==> config.mk <==
export PLATFORM = sky130hd
export DESIGN_NAME = seq_addsub_flat
export DESIGN_NICKNAME = d
export VERILOG_FILES = /design/src/rtl/seq_addsub_pkg.sv /design/src/rtl/seq_addsub_if.sv /design/src/rtl/seq_addsub_add_chunk.sv /design/src/rtl/seq_addsub.sv /design/src/flat_wrapper.sv
export SDC_FILE = /design/constraint.sdc
export NUM_CORES = 1
export LEC_CHECK = 0
export CORE_ASPECT_RATIO = 1.75
export CORE_MARGIN = 5
export CORE_UTILIZATION = 52
export CTS_CLUSTER_SIZE = 12
export DETAILED_ROUTE_END_ITERATION = 7
export PLACE_DENSITY = 0.81
export SYNTH_ARGS = -nofsm -noshare
export SYNTH_HDL_FRONTEND = slang
export SYNTH_SLANG_ARGS = --single-unit
==> constraint.sdc <==
create_clock -name clk -period 4.51 [get_ports clk]
set_input_delay 0.6765 -clock clk [delete_from_list [all_inputs] [get_ports clk]]
set_output_delay 0.6765 -clock clk [all_outputs]
set_load 0.02 [all_outputs]
==> src/rtl/seq_addsub_pkg.sv <==
// Shared definitions for the multi-cycle chunked adder/subtractor.
package seq_addsub_pkg;

  localparam int unsigned ST_W = 2;
  localparam logic [ST_W-1:0] ST_IDLE = 2'd0;
  localparam logic [ST_W-1:0] ST_BUSY = 2'd1;
  localparam logic [ST_W-1:0] ST_DONE = 2'd2;

  function automatic int unsigned nchunk(input int unsigned width, input int unsigned chunk);
    return width / chunk;
  endfunction

  // Chunk index width; never narrower than one bit so CHUNK==WIDTH still has an index
  function automatic int unsigned idx_width(input int unsigned n);
    return (n > 1) ? $clog2(n) : 1;
  endfunction

endpackage

==> src/rtl/seq_addsub_if.sv <==
// Operand/result handshake bundle between ALU decode and the result register.
interface seq_addsub_if #(
  parameter int unsigned WIDTH = 32
) ();

  logic             in_valid;
  logic             in_ready;
  logic [WIDTH-1:0] a;
  logic [WIDTH-1:0] b;
  logic             sub;
  logic             out_valid;
  logic             out_ready;
  logic [WIDTH-1:0] s;
  logic             cout;
  logic             overflow;
  logic             zero;

  modport master (
    output in_valid, a, b, sub, out_ready,
    input  in_ready, out_valid, s, cout, overflow, zero
  );

  modport slave (
    input  in_valid, a, b, sub, out_ready,
    output in_ready, out_valid, s, cout, overflow, zero
  );

endinterface

==> src/rtl/seq_addsub_add_chunk.sv <==
// Combinational CHUNK-bit ripple-carry slice shared by every step of an operation.
module seq_addsub_add_chunk #(
  parameter int unsigned CHUNK = 4
) (
  input  logic [CHUNK-1:0] x,
  input  logic [CHUNK-1:0] y,
  input  logic             cin,
  output logic [CHUNK-1:0] sum,
  output logic             cout,
  output logic             c_msb
);

  logic [CHUNK:0] c;

  assign c[0] = cin;

  for (genvar i = 0; i < CHUNK; i++) begin : g_bit
    assign sum[i]  = x[i] ^ y[i] ^ c[i];
    assign c[i+1]  = (x[i] & y[i]) | (x[i] & c[i]) | (y[i] & c[i]);
  end

  assign cout  = c[CHUNK];
  assign c_msb = c[CHUNK-1];

endmodule

==> src/rtl/seq_addsub.sv <==
// Multi-cycle WIDTH-bit adder/subtractor: one CHUNK-bit slice per cycle, with
// valid/ready handshakes on operands and result.
module seq_addsub
  import seq_addsub_pkg::*;
#(
  parameter int unsigned WIDTH = 32,
  parameter int unsigned CHUNK = 4
) (
  input  logic       clk,
  input  logic       rst_n,
  seq_addsub_if.slave bus
);

  localparam int unsigned NCHUNK = nchunk(WIDTH, CHUNK);
  localparam int unsigned IDXW   = idx_width(NCHUNK);
  localparam int unsigned OFFW   = $clog2(WIDTH) + 1;

  logic [ST_W-1:0]  state_q, state_d;
  logic             accept, step;
  logic             in_ready_q, out_valid_q;
  logic [WIDTH-1:0] a_q, b_q, s_q, s_upd;
  logic             carry_q, cout_q, ovf_q, zero_q;
  logic [IDXW-1:0]  idx_q;
  logic [OFFW-1:0]  base;
  logic             last;
  logic [CHUNK-1:0] sl_sum;
  logic             sl_cout, sl_cmsb;

  assign base = OFFW'(idx_q) * OFFW'(CHUNK);
  assign last = (idx_q == IDXW'(NCHUNK - 1));

  seq_addsub_add_chunk #(.CHUNK(CHUNK)) u_add_chunk (
    .x     (a_q[base +: CHUNK]),
    .y     (b_q[base +: CHUNK]),
    .cin   (carry_q),
    .sum   (sl_sum),
    .cout  (sl_cout),
    .c_msb (sl_cmsb)
  );

  // Result with the current chunk merged in; feeds both s and the zero flag
  always_comb begin
    s_upd = s_q;
    s_upd[base +: CHUNK] = sl_sum;
  end

  always_ff @(posedge clk or negedge rst_n) begin
    if (!rst_n) state_q <= ST_IDLE;
    else        state_q <= state_d;
  end

  always_comb begin
    state_d = state_q;
    accept  = 1'b0;
    step    = 1'b0;
    case (state_q)
      ST_IDLE: begin
        if (bus.in_valid && in_ready_q) begin
          accept  = 1'b1;
          state_d = ST_BUSY;
        end
      end
      ST_BUSY: begin
        step = 1'b1;
        if (last) state_d = ST_DONE;
      end
      ST_DONE: begin
        if (bus.out_ready) state_d = ST_IDLE;
      end
      default: state_d = ST_IDLE;
    endcase
  end

  // Handshake outputs registered from the next state; in_ready stays low until the first edge out of reset
  always_ff @(posedge clk or negedge rst_n) begin
    if (!rst_n) begin
      in_ready_q  <= 1'b0;
      out_valid_q <= 1'b0;
    end else begin
      in_ready_q  <= (state_d == ST_IDLE);
      out_valid_q <= (state_d == ST_DONE);
    end
  end

  always_ff @(posedge clk or negedge rst_n) begin
    if (!rst_n) begin
      a_q     <= '0;
      b_q     <= '0;
      s_q     <= '0;
      carry_q <= 1'b0;
      idx_q   <= '0;
      cout_q  <= 1'b0;
      ovf_q   <= 1'b0;
      zero_q  <= 1'b0;
    end else if (accept) begin
      a_q     <= bus.a;
      b_q     <= bus.sub ? ~bus.b : bus.b;
      carry_q <= bus.sub;
      idx_q   <= '0;
    end else if (step) begin
      s_q     <= s_upd;
      carry_q <= sl_cout;
      idx_q   <= last ? '0 : IDXW'(idx_q + 1'b1);
      if (last) begin
        cout_q <= sl_cout;
        ovf_q  <= sl_cmsb ^ sl_cout;
        zero_q <= (s_upd == '0);
      end
    end
  end

  assign bus.in_ready  = in_ready_q;
  assign bus.out_valid = out_valid_q;
  assign bus.s         = s_q;
  assign bus.cout      = cout_q;
  assign bus.overflow  = ovf_q;
  assign bus.zero      = zero_q;

endmodule

==> src/flat_wrapper.sv <==
// flat-port wrapper written by rule: the top's interface ports become plain ports
module seq_addsub_flat import seq_addsub_pkg::*;
#(
  parameter int unsigned WIDTH = 32,
  parameter int unsigned CHUNK = 4
)
  (clk, rst_n, bus_in_valid, bus_a, bus_b, bus_sub, bus_out_ready, bus_in_ready, bus_out_valid, bus_s, bus_cout, bus_overflow, bus_zero);
  seq_addsub_if #(.WIDTH(WIDTH)) bus_i ();
  input  logic clk;
  input  logic rst_n;
  input wire logic [$bits(bus_i.in_valid)-1:0] bus_in_valid;
  input wire logic [$bits(bus_i.a)-1:0] bus_a;
  input wire logic [$bits(bus_i.b)-1:0] bus_b;
  input wire logic [$bits(bus_i.sub)-1:0] bus_sub;
  input wire logic [$bits(bus_i.out_ready)-1:0] bus_out_ready;
  output wire logic [$bits(bus_i.in_ready)-1:0] bus_in_ready;
  output wire logic [$bits(bus_i.out_valid)-1:0] bus_out_valid;
  output wire logic [$bits(bus_i.s)-1:0] bus_s;
  output wire logic [$bits(bus_i.cout)-1:0] bus_cout;
  output wire logic [$bits(bus_i.overflow)-1:0] bus_overflow;
  output wire logic [$bits(bus_i.zero)-1:0] bus_zero;
  assign bus_i.in_valid = bus_in_valid;
  assign bus_i.a = bus_a;
  assign bus_i.b = bus_b;
  assign bus_i.sub = bus_sub;
  assign bus_i.out_ready = bus_out_ready;
  assign bus_in_ready = bus_i.in_ready;
  assign bus_out_valid = bus_i.out_valid;
  assign bus_s = bus_i.s;
  assign bus_cout = bus_i.cout;
  assign bus_overflow = bus_i.overflow;
  assign bus_zero = bus_i.zero;
  seq_addsub #(.WIDTH(WIDTH), .CHUNK(CHUNK)) u_core (.clk(clk), .rst_n(rst_n), .bus(bus_i));
endmodule
After elaboration in Yosys (flattened, before gate mapping):

Cells that the tools add are included.
Widths: inputs -> output; s select.

* bits of input ports: 69
* flip-flop bits (word level): 107
* output and inout port bits: 37
* word-level logic and storage cells: 73

* shift-type cells: 4
* bitwise operators: 31
* equal/unequal tests: 4
* muxes and demuxes: 14
* reduce and logical (&&, ||, !) cells: 7
* $add $sub $neg: 2

Operators by type and width (number)
* $shiftx 32x6->4: 2
* $bwmux 32: 1
* $logic_not 32->1: 1
* $mux 32: 1
* $not 32->32: 1
* $shift 4x8->32 const A: 1
* $shiftx 4x8->32: 1
* $and 1x1->1: 12
* $mux 3: 3
* $xor 1x1->1: 9
* $neg 5->8: 1
* $or 1x1->1: 8
* $mux 2: 3
* $pmux 2 s3: 1
* $mux 1: 5
* $eq 2x2->1 const B: 2
* $logic_not 2->1: 2
* $add 3x1->3 const B: 1
* $eq 3x3->1 const B: 1
* $reduce_and 3->1: 1
* $eq 2x1->1 const B: 1
* $reduce_and 2->1: 1
* $reduce_bool 2->1: 1
* $logic_and 1x1->1: 1
* $not 1->1: 1

Depth between registers and ports, before layout:

Gate-level depths: netlist (run 1).

* depth in word-level cells: 15
* mapped depth: 16
* gate-level depth less buffers: 14

Modules after synthesis:

A second synthesis (run 1) with hierarchy kept.

* cell total of the unflattened synthesis: 473
* area, all modules: 5519.0 sq um

By module, submodules not included
* seq_addsub: cells each 459, seq. area each 2677.6 sq um, area an instance 5401.4 sq um, times used 1
* seq_addsub_add_chunk: cells each 14, seq. area each 0.0 sq um, area an instance 117.6 sq um, times used 1

Worst setup path after synthesis (run 1):

Ideal clock, no wire load.

* kind: reg-to-reg
* start: reg u_core.idx_q[0]
* end: reg u_core.zero_q, in the netlist u_core.bus.zero
* buffers on the path: 2
* cell stages (with the launch flop): 17
* library setup time: 95 ps
* data arrival time: 3859 ps
* slack: 555 ps
* clock period less this slack: 3955 ps
* required time: 4415 ps
* cell sequence: dfrtp_1 clkbuf_1 buf_2 mux4_2 nand2_1 nand2_1 fa_1 inv_1 fa_1 fa_1 inv_1 fa_1 nor4bb_1 nor3_1 a221oi_1 nand4_1 o31ai_1

* word-level cells in the longest chain between the ends: 14
* elaborated cells on any way between the ends: 32
* classes of those cells: add/sub: 1; eq/ne: 1; shift: 4; mux: 1; bitwise: 23; reduce/logical: 2

Ends and longest elaborated chain
* start: declaration: line seq_addsub.sv:23 `logic [IDXW-1:0] idx_q;`
* start signal: assignment: line seq_addsub.sv:103 `idx_q <= last ? '0 : IDXW'(idx_q + 1'b1);`
* $shiftx 32x6->4, on equally long branches: line seq_addsub.sv:33, seq_addsub.sv:34
* $and 1x1->1: line seq_addsub_add_chunk.sv:19 `assign c[i+1] = (x[i] & y[i]) | (x[i] & c[i]) | (y[i] & c[i]);`
* $or 1x1->1 (2 in series): line seq_addsub_add_chunk.sv:19
* $and 1x1->1: line seq_addsub_add_chunk.sv:19
* $or 1x1->1 (2 in series): line seq_addsub_add_chunk.sv:19
* $and 1x1->1: line seq_addsub_add_chunk.sv:19
* $or 1x1->1 (2 in series): line seq_addsub_add_chunk.sv:19
* $xor 1x1->1: line seq_addsub_add_chunk.sv:18 `assign sum[i] = x[i] ^ y[i] ^ c[i];`
* $shiftx 4x8->32: line seq_addsub.sv:44 `s_upd[base +: CHUNK] = sl_sum;`
* $bwmux 32: line seq_addsub.sv:44
* $logic_not 32->1: line seq_addsub.sv:107 `zero_q <= (s_upd == '0);`
* end signal: assignment: line seq_addsub.sv:107
* end: declaration: line seq_addsub.sv:22 `logic carry_q, cout_q, ovf_q, zero_q;`

Parallel ways exist; a longest one is shown, timed or not.
A chain may end at the register's enable or synchronous reset.

Worst setup path in the final report (run 1):

Same ends and word-level chain as after synthesis.

==> reports/metrics.yaml, run 1 <==
min_period_ps: 3950
syn_avg_cell_area_um2: 12.0
p_int_uw: 3270
critPathLaunchType: "register"
hpwl_um: 9200
sw_frac_of_total_pct: 40.9
powerDensity_nw_per_um2: 829
crit_arrival_ps: 4200
die_area_um2: 12300
syn-num-nets: 514
synth_common_cells: "dfrtp_1, mux2_2, nor2_1"
p_clk_share_pct: 14.9
synth-edff-count: 0
ctsLongestPathBuffers: 2
tightest_slew_ps: 1000
critPathBufInv: 2
critPathCaptureType: "register"
critPathKind: "reg2reg"
cts_sinks: 107
outcome: "finished clean"
hp-class: "in2async"
clock_latency_ps: 350
synth_cells: 437
final_cells: 660
drt_iter0_drc: 167
crit_chain: "mux4_2 -> nand2_1 -> nand2_1 -> fa_1 -> inv_1 -> fa_1 -> fa_1 -> inv_1 -> fa_1 -> nor4bb_1 -> nor3_1 -> a221oi_1 -> nand4_1 -> o31ai_1"
pwr-share-comb_pct: 53.8
grt_pass1_vias: 3996
utilization_pct: 67.8
die_x_um: 85.9
synth_cell_types: 45
synth.top_cells.by_area: "dfrtp_1, mux2_2, mux4_2"
drv_slew: 0
ioPinCount: 106
setup_viol: 0
vdd_drop_max_mv: 0.466
totalNegativeSetupSlack_ps: 0
async_flop_share_pct: 100
routedWlPerCell_um: 18.9
die_h_um: 143
antenna_cells: 0
cts_tree: "done"
antenna_found_initial: 0
crit_required_ps: 4760
route.detailed.drc: 0
row_count: 48
min_period_over_period_pct: 87.5
slowest_delay_ps: 570
crit_path_max_fanout: 16
slew_headroom_pct: 33.1
grt_setup_unrepaired: "no"
grt_pass1_wl_um: 20100
ys_seq_elements: 107
grt_max_degree: 102
syn_to_final_growth_pct: 27.5
cts_buffers: 9
final_nets: 608
syn_area_um2: 5240
max_freq_mhz: 253
dp.cells: 645
dr.pass1.iters: 5
power.switching_uw: 2260
clockRootBuffer: "clkbuf_16"
path_clk_slew_ps: 70
port_buffers: 105
n_fill_cell: 757
timing_hold_violations_final: 0
dominantRegCellSynth: "dfrtp_1"
fin_worst_skew_ps: 6.42
ctsHoldBuffers: 0
postCtsSetupRepairBufs: 0
reg2reg_slack_ps: 560
htreeDepth: 3
drv_cap: 0
core_um2: 9850
synth.largest_area_cell: "dfrtp_1"
place.gp.congestion: 0.873
critical-path-slowest-cell: "dfrtp_2"
post-synth-top-count-cell: "dfrtp_1"
ys_seq_area_share_pct: 51.1
final_layout_size_suffix_gt1_share_pct: 19.1
vias_per_cell: 5.61
yosysWarnings: 0
ant_nets: 0
overflow: 0
crit_top_cell: "fa_1"
synth.top_cell.area_share_pct: 51.1
ctsResizeCount: 0
vias: 3702
track_usage_pct: 21.4
crit_family: "adder cells"
seq_power_share_pct: 31.3
power.leakage_uw: 0.00277
drt-total-wl_um: 12500
start_util_pct: 53.2
## placed cells by master, fill, tap and decap left out, drive strengths merged, types with 5 or more instances in the layout
cell / synthesis / layout
a21oi: 36 / 36
buf: 9 / 7
clkbuf: 18 / 11
clkdlybuf4s50: 0 / 103
dfrtp: 107 / 107
inv: 6 / 6
mux2: 62 / 62
mux2i: 6 / 6
mux4: 16 / 16
nand2: 25 / 25
nand2b: 5 / 5
nor2: 48 / 48
nor3: 8 / 8
nor4: 5 / 5
o21ai: 9 / 9
o31ai: 5 / 5
xnor2: 32 / 32
## final cells by class
| class | count | area, µm² | share of cell area, % |
|---|---|---|---|
| clock buffer | 11 | 233 | 3.48 |
| clock inverter | 4 | 76.3 | 1.14 |
| inverter | 6 | 22.5 | 0.337 |
| multi-input combinational | 297 | 2430 | 36.4 |
| sequential | 107 | 2680 | 40.1 |
| tap | 125 | 156 | 2.34 |
| timing repair buffer | 110 | 1080 | 16.2 |
## routing by layer
metal	up-vias	global-route usage (%)	wire [µm]
li1	1731	-	-
met1	1841	23.1	4540
met2	108	39.8	7100
met3	22	2.71	464
met4	0	11.0	363
met5	-	0	0
## through the flow
| step | power, µW | hold WS, ps | setup WS (ps) | cell area [µm²] |
|---|---|---|---|---|
| 4_1_cts | 5570 | 476 | 579 | 6680 |
| 3_5_place_dp | 4710 | 491 | 595 | 6370 |
| 2_1_floorplan | 3730 | 381 | 555 | 5240 |
| 3_3_place_gp | 4650 | 487 | 683 | 6370 |
| 5_1_grt | 5920 | 524 | 161 | 6680 |
| 6_report | 5540 | 445 | 562 | 6680 |
## flip-flops by register name (all words and copies together) (netlist names)
signal	cells
u_core.bus.in_ready	1
u_core.bus.cout	1
u_core.bus.overflow	1
u_core.idx_q	3
u_core.bus.s	32
u_core.bus.zero	1
u_core.carry_q	1
u_core.a_q	32
u_core.bus.out_valid	1
u_core.b_q	32
u_core.state_q	2
## worst paths after layout
| path | start | end | depth (start not counted) |
|---|---|---|---|
| worst max-delay path | u_core.idx_q[0]$_DFFE_PN0P_ | u_core.bus.zero$_DFFE_PN0P_ | 14 |
| worst min-delay path | rst_n | u_core.bus.s[28]$_DFFE_PN0P_ | 1 |
| worst max register to register | u_core.idx_q[0]$_DFFE_PN0P_ | u_core.bus.zero$_DFFE_PN0P_ | 14 |
| worst min register to register | u_core.bus.s[2]$_DFFE_PN0P_ | u_core.bus.s[2]$_DFFE_PN0P_ | 2 |
| max in group asynchronous | rst_n | u_core.idx_q[0]$_DFFE_PN0P_ | 2 |
| min in group clk | u_core.bus.s[2]$_DFFE_PN0P_ | u_core.bus.s[2]$_DFFE_PN0P_ | 2 |
## cell families (layout without fill, tap and decap cells)
| kind of cell | after synthesis | after routing | share of synthesized area (%) |
|---|---|---|---|
| AOI/OAI and AO/OA | 58 | 58 | 6.18 |
| xor gates and xnor gates | 33 | 33 | 5.52 |
| adders and majority gates | 8 | 8 | 2.48 |
| buffers and inverters | 33 | 131 | 2.60 |
| DFF | 107 | 107 | 51.1 |
| muxes | 84 | 84 | 21.4 |
| and+or+nand+nor | 114 | 114 | 10.7 |
## power by group through the flow
stage / logic [µW] / registers, µW / clock network [µW]
after floorplan: 1970 / 1760 / 0
after global placement: 2930 / 1720 / 0
after detailed placement: 2970 / 1750 / 0
after CTS: 2990 / 1730 / 840
after global routing: 3260 / 1790 / 876
final: 2980 / 1730 / 827
## worst reg2reg max path: cells and delay by family (launching register included)
family | cells | cell delay [ps]
AND/OR/NAND/NOR | 5 | 820
multiplexers | 1 | 550
flip-flops | 1 | 570
buffers and inverters | 2 | 140
adder cells (fa/ha/maj) | 4 | 1290
AO/OA/AOI/OAI | 2 | 490
No activity file was read; power rests on OpenSTA's default activity.
==> run 2, diff against run 1 <==
--- a/config.mk
+++ b/config.mk
@@ -10,6 +10,7 @@
 export CORE_UTILIZATION = 52
 export CTS_CLUSTER_SIZE = 12
 export DETAILED_ROUTE_END_ITERATION = 7
+export HOLD_SLACK_MARGIN = 0.06
 export PLACE_DENSITY = 0.81
 export SYNTH_ARGS = -nofsm -noshare
 export SYNTH_HDL_FRONTEND = slang
==> constraint.sdc (replaced) <==
create_clock -name clk -period 4.2 [get_ports clk]
set_input_delay 0.63 -clock clk [delete_from_list [all_inputs] [get_ports clk]]
set_output_delay 0.63 -clock clk [all_outputs]
set_load 0.02 [all_outputs]
==> run 2 against run 1 <==
  * Fmax grew 0.81%
  * Via count up 0.57%
  * Combinational power increased by 11%
  * Flip-flop and latch count did not move
  * Core utilization grew 0.51 points
  * Cell count increased by 0.61%
  * Sequential share of layout area is 0.24 points lower
  * Die area is the same
  * Clock-buffer cell count stayed put
  * First-iteration DRC count fell by 17%
  * Sequential power grew 8%
==> reports/metrics.yaml, run 2 (same netlist as run 1, synthesis figures left out) <==
vias: 3723  # was 3702
slowest_delay_ps: 580  # was 570 ps
final_layout_size_suffix_gt1_share_pct: 20.4  # was 19.1%
drt-total-wl_um: 12300  # was 12500 µm
tightest_slew_ps: 856  # was 1000 ps
antenna_found_initial: 0  # unchanged
hpwl_um: 9410  # was 9200 µm
crit_top_cell: "fa_1"  # unchanged
min_period_over_period_pct: 93.2  # was 87.5%
cts_tree: "done"  # unchanged
drt_iter0_drc: 139  # was 167
path_clk_slew_ps: 70  # about the same
grt_pass1_vias: 4001  # was 3996
use_met2_pct: 40.0  # was 39.8%
grt_busiest_layer: "met2"  # unchanged
cts_sinks: 107  # unchanged
clockRootBuffer: "clkbuf_16"  # unchanged
fin_worst_skew_ps: 6.74  # was 6.42 ps
vias_per_cell: 5.61  # about the same
slew_headroom_pct: 42.9  # was 33.1%
most-common-layout-cells: "dfrtp_1, clkdlybuf4s50_1, mux2_2"  # unchanged
htreeDepth: 3  # unchanged
die_h_um: 143  # unchanged
setup_viol: 0  # unchanged
critPathKind: "reg2reg"  # unchanged
overflow: 0  # unchanged
postCtsSetupRepairBufs: 0  # unchanged
die_area_um2: 12300  # unchanged
grt_pass1_wl_um: 20100  # about the same
critPathCaptureType: "register"  # unchanged
power.leakage_uw: 0.00280  # was 0.00277 µW
critPathLaunchType: "register"  # unchanged
start_util_pct: 53.2  # unchanged
port_buffers: 105  # unchanged
clock_latency_ps: 340  # was 350 ps
utilization_pct: 68.3  # was 67.8%
crit_required_ps: 4440  # was 4760 ps
final_nets: 611  # was 608
dr.pass1.iters: 4  # was 5
drv_cap: 0  # unchanged
max_freq_mhz: 255  # was 253 MHz
met3_usage_pct: 3.75  # was 2.71%
vdd_drop_max_mv: 0.577  # was 0.466 mV
grt_max_degree: 102  # unchanged
timing_hold_violations_final: 0  # unchanged
syn_to_final_growth_pct: 28.4  # was 27.5%
row_count: 48  # unchanged
antenna_cells: 0  # unchanged
crit_chain: "buf_4 -> mux4_2 -> mux2i_1 -> fa_1 -> fa_1 -> inv_1 -> fa_1 -> nor4bb_2 -> nor3_1 -> a221oi_1 -> nand4_1 -> o31ai_1"  # was mux4_2 -> nand2_1 -> nand2_1 -> fa_1 -> inv_1 -> fa_1 -> fa_1 -> inv_1 -> fa_1 -> nor4bb_1 -> nor3_1 -> a221oi_1 -> nand4_1 -> o31ai_1
cts_buffers: 9  # unchanged
die_x_um: 85.9  # unchanged
ant_nets: 0  # unchanged
critical-path-slowest-cell: "dfrtp_4"  # was dfrtp_2
ioPinCount: 106  # unchanged
ctsHoldBuffers: 0  # unchanged
core_um2: 9850  # unchanged
crit_arrival_ps: 4160  # was 4200 ps
route.detailed.drc: 0  # unchanged
routedWlPerCell_um: 18.6  # was 18.9 µm
track_usage_pct: 21.3  # was 21.4%
hp-class: "in2async"  # unchanged
final_common_cell: "dfrtp_1"  # unchanged
grt_util_met1_pct: 22.9  # was 23.1%
powerDensity_nw_per_um2: 896  # was 829 nW/µm²
crit_path_max_fanout: 16  # unchanged
ctsLongestPathBuffers: 2  # unchanged
outcome: "finished clean"  # unchanged
drv_slew: 0  # unchanged
totalNegativeSetupSlack_ps: 0  # unchanged
place.gp.congestion: 0.819  # was 0.873
min_period_ps: 3920  # was 3950 ps
power_uw: 6030  # was 5540 µW
-- run 2: cell types whose count changed in the layout (fill, tap and decap cells not counted) --
cell,change
buf_4,+2
nor4bb_1,-1
clkbuf_8,+2
dfrtp_1,-1
nor4bb_2,+1
clkbuf_1,-2
clkinv_4,+2
clkinv_2,+1
bufinv_16,-1
buf_12,+1
clkinvlp_4,-1
dfrtp_4,+1
-- run 2: per-stage QoR --
stage / worst slack, ps / hold WS [ps] / cell area, µm² / instances
after global placement: 343 / 486 / 6400 / 648
after floorplan: 245 / 334 / 5240 / 437
final: 284 / 323 / 6730 / 664
after CTS: 188 / 348 / 6720 / 664
after detailed placement: 215 / 492 / 6400 / 648
after global routing: -13.3 / 381 / 6730 / 664
-- run 2: path summary, 6_finish.rpt --
path / start / end / slack (ps) / depth (start not counted)
hold / removal: rst_n / u_core.bus.s[30]$_DFFE_PN0P_ / 320 / 1
hold reg to reg: u_core.a_q[24]$_DFFE_PN0P_ / u_core.a_q[24]$_DFFE_PN0P_ / 510 / 1
setup reg to reg: u_core.idx_q[0]$_DFFE_PN0P_ / u_core.bus.zero$_DFFE_PN0P_ / 280 / 12
setup / recovery: u_core.idx_q[0]$_DFFE_PN0P_ / u_core.bus.zero$_DFFE_PN0P_ / 280 / 12
min in group clk: u_core.a_q[24]$_DFFE_PN0P_ / u_core.a_q[24]$_DFFE_PN0P_ / 510 / 1
max in group asynchronous: rst_n / u_core.bus.s[16]$_DFFE_PN0P_ / 3030 / 2
-- run 2: final cells by class --
cell class                 instances  area, µm²
fill                             799       3120
timing repair buffer             113       1120
tap                              125        156
multi-input combinational        297       2440
sequential                       107       2680
clock inverter                     5       61.3
inverter                           6       22.5
clock buffer                      11        253
-- run 2: power breakdown --
part	switching [µW]	internal, µW	leakage (µW)	total, µW
clock	373	497	0.000156	870
combinational	1750	1550	0.00134	3300
sequential	350	1510	0.00130	1860
-- run 2: metal layers --
metal / share of wire (%) / routed length (µm)
met4: 2.1 / 256
met1: 35 / 4310
met2: 59 / 7320
met3: 3.5 / 437
met5: 0 / 0
-- run 2: worst max-delay path: cells and delay by family (launching register included) --
| kind | cells | cell delay [ps] |
|---|---|---|
| AO/OA/AOI/OAI | 2 | 500 |
| adder cells (fa/ha/maj) | 3 | 1340 |
| buffers and inverters | 2 | 320 |
| flip-flops | 1 | 580 |
| multiplexers | 2 | 450 |
| AND/OR/NAND/NOR | 3 | 630 |
-- run 2: timing repair --
action                                  4_1_cts  5_1_grt
resized for setup                             0        3
endpoints found under the setup margin        0        1
endpoints found under the hold margin         0        0
==> run 3, diff against run 2 <==
--- a/config.mk
+++ b/config.mk
@@ -8,6 +8,7 @@
 export CORE_ASPECT_RATIO = 1.75
 export CORE_MARGIN = 5
 export CORE_UTILIZATION = 52
+export CTS_BUF_LIST = sky130_fd_sc_hd__clkbuf_8 sky130_fd_sc_hd__clkbuf_16
 export CTS_CLUSTER_SIZE = 12
 export DETAILED_ROUTE_END_ITERATION = 7
 export HOLD_SLACK_MARGIN = 0.06
==> results of run 3 <==
Same layout as run 2: the final DEF is identical, and so are final timing and power.
